<file path="src/rtl/push_button_debouncer_if.sv">
// Button-side signal bundle for push_button_debouncer: raw level in,
// debounced level and press/release strobes out.
interface push_button_debouncer_if;
  logic button;
  logic btn_level;
  logic press_pulse;
  logic release_pulse;

  modport master (
    output button,
    input  btn_level,
    input  press_pulse,
    input  release_pulse
  );

  modport slave (
    input  button,
    output btn_level,
    output press_pulse,
    output release_pulse
  );
endinterface

</file>
<file path="src/rtl/push_button_debouncer.sv">
// Push-button debouncer: 2-flop synchronizer, 4-state stability FSM, registered
// level and press/release strobes. Define DEBOUNCE_RELEASE_PULSE_EN to build the release strobe.
module push_button_debouncer #(
  parameter int DEBOUNCE_CYCLES = 1000,
  parameter int CNT_W           = 16
) (
  input  logic                   clk,
  input  logic                   rst,
  push_button_debouncer_if.slave btn
);

  typedef enum logic [1:0] {
    IDLE         = 2'd0,
    WAIT_PRESS   = 2'd1,
    PRESSED      = 2'd2,
    WAIT_RELEASE = 2'd3
  } state_t;

  localparam logic [CNT_W-1:0] CNT_LAST = CNT_W'(DEBOUNCE_CYCLES - 1);
  localparam logic [CNT_W-1:0] CNT_ONE  = CNT_W'(1);

  logic             sync1_q, sync2_q;
  logic             btn_sync;
  state_t           state_q, state_d;
  logic [CNT_W-1:0] cnt_q, cnt_d;
  logic             level_q, level_d;
  logic             press_q, press_d;

  always_ff @(posedge clk or negedge rst) begin
    if (!rst) begin
      sync1_q <= 1'b0;
      sync2_q <= 1'b0;
    end else begin
      sync1_q <= btn.button;
      sync2_q <= sync1_q;
    end
  end

  assign btn_sync = sync2_q;

  always_ff @(posedge clk or negedge rst) begin
    if (!rst) begin
      state_q <= IDLE;
      cnt_q   <= '0;
      level_q <= 1'b0;
      press_q <= 1'b0;
    end else begin
      state_q <= state_d;
      cnt_q   <= cnt_d;
      level_q <= level_d;
      press_q <= press_d;
    end
  end

  // A sample that disagrees with the pending level drops the count back to the stable state.
  always_comb begin
    state_d = state_q;
    cnt_d   = cnt_q;
    case (state_q)
      IDLE: begin
        if (btn_sync) begin
          state_d = WAIT_PRESS;
          cnt_d   = CNT_ONE;
        end else begin
          cnt_d   = '0;
        end
      end
      WAIT_PRESS: begin
        if (!btn_sync) begin
          state_d = IDLE;
          cnt_d   = '0;
        end else if (cnt_q == CNT_LAST) begin
          state_d = PRESSED;
          cnt_d   = '0;
        end else begin
          cnt_d   = cnt_q + CNT_ONE;
        end
      end
      PRESSED: begin
        if (!btn_sync) begin
          state_d = WAIT_RELEASE;
          cnt_d   = CNT_ONE;
        end
      end
      WAIT_RELEASE: begin
        if (btn_sync) begin
          state_d = PRESSED;
          cnt_d   = '0;
        end else if (cnt_q == CNT_LAST) begin
          state_d = IDLE;
          cnt_d   = '0;
        end else begin
          cnt_d   = cnt_q + CNT_ONE;
        end
      end
      default: begin
        state_d = IDLE;
        cnt_d   = '0;
      end
    endcase
  end

  assign level_d = (state_d == PRESSED) || (state_d == WAIT_RELEASE);
  assign press_d = (state_q == WAIT_PRESS) && (state_d == PRESSED);

  assign btn.btn_level   = level_q;
  assign btn.press_pulse = press_q;

`ifdef DEBOUNCE_RELEASE_PULSE_EN
  logic release_q, release_d;

  assign release_d = (state_q == WAIT_RELEASE) && (state_d == IDLE);

  always_ff @(posedge clk or negedge rst) begin
    if (!rst) begin
      release_q <= 1'b0;
    end else begin
      release_q <= release_d;
    end
  end

  assign btn.release_pulse = release_q;
`else
  assign btn.release_pulse = 1'b0;
`endif

endmodule

</file>
<file path="src/flat_wrapper.sv">
// flat-port wrapper written by rule: the top's interface ports become plain ports
module push_button_debouncer_flat 
#(
  parameter int DEBOUNCE_CYCLES = 1000,
  parameter int CNT_W           = 16
)
  (clk, rst, btn_button, btn_btn_level, btn_press_pulse, btn_release_pulse);
  push_button_debouncer_if btn_i ();
  input  logic clk;
  input  logic rst;
  input wire logic [$bits(btn_i.button)-1:0] btn_button;
  output wire logic [$bits(btn_i.btn_level)-1:0] btn_btn_level;
  output wire logic [$bits(btn_i.press_pulse)-1:0] btn_press_pulse;
  output wire logic [$bits(btn_i.release_pulse)-1:0] btn_release_pulse;
  assign btn_i.button = btn_button;
  assign btn_btn_level = btn_i.btn_level;
  assign btn_press_pulse = btn_i.press_pulse;
  assign btn_release_pulse = btn_i.release_pulse;
  push_button_debouncer #(.DEBOUNCE_CYCLES(DEBOUNCE_CYCLES), .CNT_W(CNT_W)) u_core (.clk(clk), .rst(rst), .btn(btn_i));
endmodule
</file>
<file path="config.mk">
export PLATFORM = sky130hd
export DESIGN_NAME = push_button_debouncer_flat
export DESIGN_NICKNAME = d
export VERILOG_FILES = /design/src/rtl/push_button_debouncer_if.sv /design/src/rtl/push_button_debouncer.sv /design/src/flat_wrapper.sv
export SDC_FILE = /design/constraint.sdc
export NUM_CORES = 1
export LEC_CHECK = 0
export CAP_MARGIN = 20
export CORE_UTILIZATION = 42
export DETAILED_ROUTE_END_ITERATION = 16
export SLEW_MARGIN = 20
export SYNTH_ARGS = -nofsm -noshare
export SYNTH_HDL_FRONTEND = slang
export SYNTH_SLANG_ARGS = --single-unit
</file>
<file path="constraint.sdc">
create_clock -name clk -period 2.66 [get_ports clk]
set_input_delay 0.665 -clock clk [delete_from_list [all_inputs] [get_ports clk]]
set_output_delay 0.665 -clock clk [all_outputs]
set_load 0.02 [all_outputs]
</file>
After elaboration in Yosys (flattened, before gate mapping)
Cells that the tools add are included.

Memory bits (read-only): 0. RAM bits: 0. Word-level logic and storage cells: 30. Register bits after elaboration: 22. Bits of input ports: 3. Output and inout bits: 3. Latch bits: 0. Memories: 0.

Reductions and logical operators: 3. Equality and inequality tests: 7. Shift-type cells: 0. Multiply operators: 0. $lt $le $gt $ge: 0. Bitwise gates (word level): 0. Div/mod/pow operators: 0. Mux-type cells: 13. Add/subtract/negate cells: 1.

Operators by type and width (count): $mux 16 (4); $pmux 16 s4 (1); $add 16x1->16 const B (1); $eq 16x10->1 const B (1); $mux 2 (6); $eq 2x2->1 const B (4); $pmux 2 s4 (1); $eq 2x1->1 const B (1); $logic_not 2->1 (1); $ne 2x2->1 const B (1); $logic_and 1x1->1 (1); $logic_or 1x1->1 (1); $mux 1 (1).

Longest topological paths before layout
Word-level depth: 6. Depth in mapped cells: 6.

Worst setup path after synthesis
OpenSTA, ideal clock, no wires.

Kind: flip-flop to flip-flop. From: reg u_core.cnt_q[3]. To: reg u_core.cnt_q[1]. Path buffers: 1. Path slack: 627 ps. Data arrival time: 1911 ps. Cell stages (with the launch flop): 5. Period minus slack after synthesis: 2033 ps. Path through: dfrtp_1 -> or4_4 -> or4_4 -> buf_6 -> a32o_1.

Longest elaborated chain between the ends: 4.

Ends and longest elaborated chain: from (decl) (line push_button_debouncer.sv:25) `logic [CNT_W-1:0] cnt_q, cnt_d;`; from (signal assigned) (line push_button_debouncer.sv:49) `cnt_q <= cnt_d;`; $eq 16x10->1 * (line push_button_debouncer.sv:72, push_button_debouncer.sv:89); $mux 16 * (line push_button_debouncer.sv:72, push_button_debouncer.sv:89); $mux 16 (on tied branches) (line push_button_debouncer.sv:86, push_button_debouncer.sv:69); $pmux 16 s4 * (line push_button_debouncer.sv:59) `case (state_q)`.

Every way passes the cells marked *; elsewhere a longest branch is shown, timed or not. A chain may end at the register's enable or synchronous reset.

Worst setup path in the final report
From: reg u_core.cnt_q[4]. To: reg u_core.cnt_q[14].

Longest elaborated chain between the ends: 4.

Ends and longest elaborated chain (line): $add 16x1->16 / $eq 16x10->1 (equally long branches); $mux 16 * (push_button_debouncer.sv:72, push_button_debouncer.sv:89); $mux 16 (on tied branches) (push_button_debouncer.sv:86, push_button_debouncer.sv:69); $pmux 16 s4 * (push_button_debouncer.sv:59).

Marks and branches as above.

==> flow_summary.toml <==
[run_status]
outcome = "complete, no violations"

[yosys]
synth_edf_count = 0
synth_cell_types = 39
synth_area_um2 = 1190
yosys-top-cells-count = "dfrtp_1 (22), nand2_1 (14), a31oi_1 (13)"
synth-warning-count = 0
async_flop_share_pct = 100
synth_most_common_cell = "dfrtp_1"
synth-seq-area-share_pct = 46.3
synth_top_cell_area_share_pct = 46.3
synth.avg_cell_area_um2 = 9.60
synth-seq-cells = 22
synthFlopType = "dfrtp_1"
synthesis.nets = 128
synthTopCellsByArea = "dfrtp_1 (46%), a31oi_1 (6.8%), nand2_1 (4.4%), nand3_1 (3.4%), or3_1 (2.6%)"
netlist_instances = 124
synth_top_cell_by_area = "dfrtp_1"

[floorplanning]
io_pins = 6
die_h_um = 55.2
coreArea_um2 = 2570
initial_core_util_pct = 46.3
die_area_um2 = 3050
rows = 18
die_width_um = 55.2

[sta]
clock-skew-final_ns = 0.00735
hold_viol = 0
period_needed_ns = 2.20
setup-tns-final_ns = 0
relSlewSlack_pct = 62.4
slew_viol_final = 0
worst_pin_slew_ns = 0.560
setup-violations-final = 0
rsz0062_at_grt = "no"
min_period_over_period_pct = 82.6
fmax_mhz = 455

[placement]
place_inst = 154
gp_congestion = 0.883
io_buffers = 4
dp_hpwl_um = 1790

[setup_path]
crit_path_end_kind = "flop"
worstPathRequired_ns = 2.86
cp_max_fo = 13
worstPathArrival_ns = 2.39
critPathKind = "flop to flop"
start_kind = "flop"

[detailed_routing]
wire_per_inst_um = 16.3
first_iter_violations = 34
via_per_inst = 6.18
drcViolationCount = 0
dr.pass1.iters = 4
ant_nets = 0
vias = 977
wirelength_um = 2580

[global_route]
grt_usage_pct = 18.6
antenna_found_initial = 0
grt_max_degree = 23
grt_pass1_vias = 928
grt_pass1_wl_um = 4420
overflow = 0

[clocking]
cts_resized = 0
ctsHoldBuffers = 0
clk_pin_slew_ns = 0.13
root_buffer = "clkbuf_4"
clock-sinks = 22
post-cts-setup-buffers = 0
cts_tree = "done"
cts_buffers = 3
insertion_delay_ns = 0.31
htree_num_levels = 1
clock_path_buffers = 2

[cells_and_area]
fin_nets = 133
fill_cells = 244
syn2layout_area_growth_pct = 6.94
drive_gt1_share_pct = 8.59
stdcell_count = 158
antenna_cells = 0

[run]
drv_cap = 0

[pwr]
p_leak_nw = 0.494
vdd_ir_drop_max_mv = 0.286
power_density_nw_per_um2 = 443

[worst_hold_path]
hold_path.class = "flop to flop"
## sequential cells by signal (all words and copies together) (netlist names)
signal                  cells
u_core.cnt_q               16
u_core.state_q              2
u_core.btn.btn_level        1
u_core.btn.press_pulse      1
u_core.btn_sync             1
u_core.sync1_q              1
## routing by layer
layer | wire length [um] | vias up | global-route usage (%)
li1 | - | 482 | -
met1 | 1280 | 462 | 24.8
met2 | 1170 | 31 | 30.1
met3 | 109 | 2 | 3.04
met4 | 15 | 0 | 7.14
met5 | 0 | - | 0
## logic make-up after synthesis
family | after synthesis | synth area share [%]
AOI/OAI and AO/OA | 31 | 17.6
muxes | 2 | 1.89
DFF | 22 | 46.3
xor gates and xnor gates | 3 | 2.21
buffers and inverters | 9 | 4.52
adders and majority gates | 1 | 1.05
other | 1 | 0.315
and+or+nand+nor | 55 | 26.2
## power breakdown
group | switching, mW | internal, mW | total, mW
registers | 0.00485 | 0.339 | 0.344
clock network | 0.104 | 0.0836 | 0.187
logic | 0.0204 | 0.0117 | 0.0321
## critical path: stages, from the launching register on
cell and delay, ns:
dfrtp_1 0.43, or4_1 0.62, or4_4 0.66, nand2_1 0.24, o211ai_1 0.14
## worst paths after layout
check                                          endpoint                        start  cells past startpoint  slack [ns]
max                        u_core.cnt_q[14]$_DFFE_PN0P_  u_core.cnt_q[4]$_DFFE_PN0P_                      4        0.46
min                           u_core.btn_sync$_DFF_PN0_     u_core.sync1_q$_DFF_PN0_                      0        0.37
max reg2reg                u_core.cnt_q[14]$_DFFE_PN0P_  u_core.cnt_q[4]$_DFFE_PN0P_                      4        0.46
min reg2reg                   u_core.btn_sync$_DFF_PN0_     u_core.sync1_q$_DFF_PN0_                      0        0.37
max in group asynchronous   u_core.cnt_q[5]$_DFFE_PN0P_                          rst                      2        1.75
min in group asynchronous  u_core.cnt_q[10]$_DFFE_PN0P_                          rst                      2        0.68
## area by class of cell
| cell class | count | area, um2 | area share [%] |
|---|---|---|---|
| well taps | 30 | 37.5 | 2.95 |
| inverters | 4 | 15.0 | 1.18 |
| flip-flops and latches | 22 | 551 | 43.3 |
| clock buffers | 4 | 36.3 | 2.85 |
| repair buffers | 5 | 47.5 | 3.74 |
| multi-input cells | 93 | 586 | 46.0 |
## metrics by stage
step | utilization [%] | instance area (um2) | power (mW) | setup WS [ns] | hold slack, ns
6_report | 49.6 | 1270 | 0.563 | 0.463 | 0.374
4_1_cts | 49.6 | 1270 | 0.570 | 0.484 | 0.376
2_1_floorplan | - | 1190 | 0.370 | 0.627 | 0.331
3_5_place_dp | 48.1 | 1240 | 0.383 | 0.503 | 0.338
3_3_place_gp | 48.1 | 1240 | 0.382 | 0.530 | 0.344
5_1_grt | 49.6 | 1270 | 0.589 | 0.385 | 0.378
## layout by cell type, fill, tap and decap left out, types with 2 or more instances in the layout
cell | Yosys | final
dfrtp_1 | 22 | 22
nand2_1 | 14 | 14
a31oi_1 | 13 | 13
nand3_1 | 8 | 8
nor3_1 | 5 | 5
o21ai_0 | 5 | 5
or3_1 | 5 | 5
nor4_1 | 4 | 4
inv_1 | 4 | 4
nor2_1 | 4 | 4
clkdlybuf4s50_1 | 0 | 4
or4_1 | 3 | 3
nand4_1 | 3 | 3
clkbuf_4 | 0 | 3
or4_4 | 2 | 2
and2_1 | 2 | 2
mux2_2 | 2 | 2
o211ai_1 | 2 | 2
nand2b_1 | 2 | 2
xnor2_1 | 2 | 2
Power figures use the tool's default switching activity.
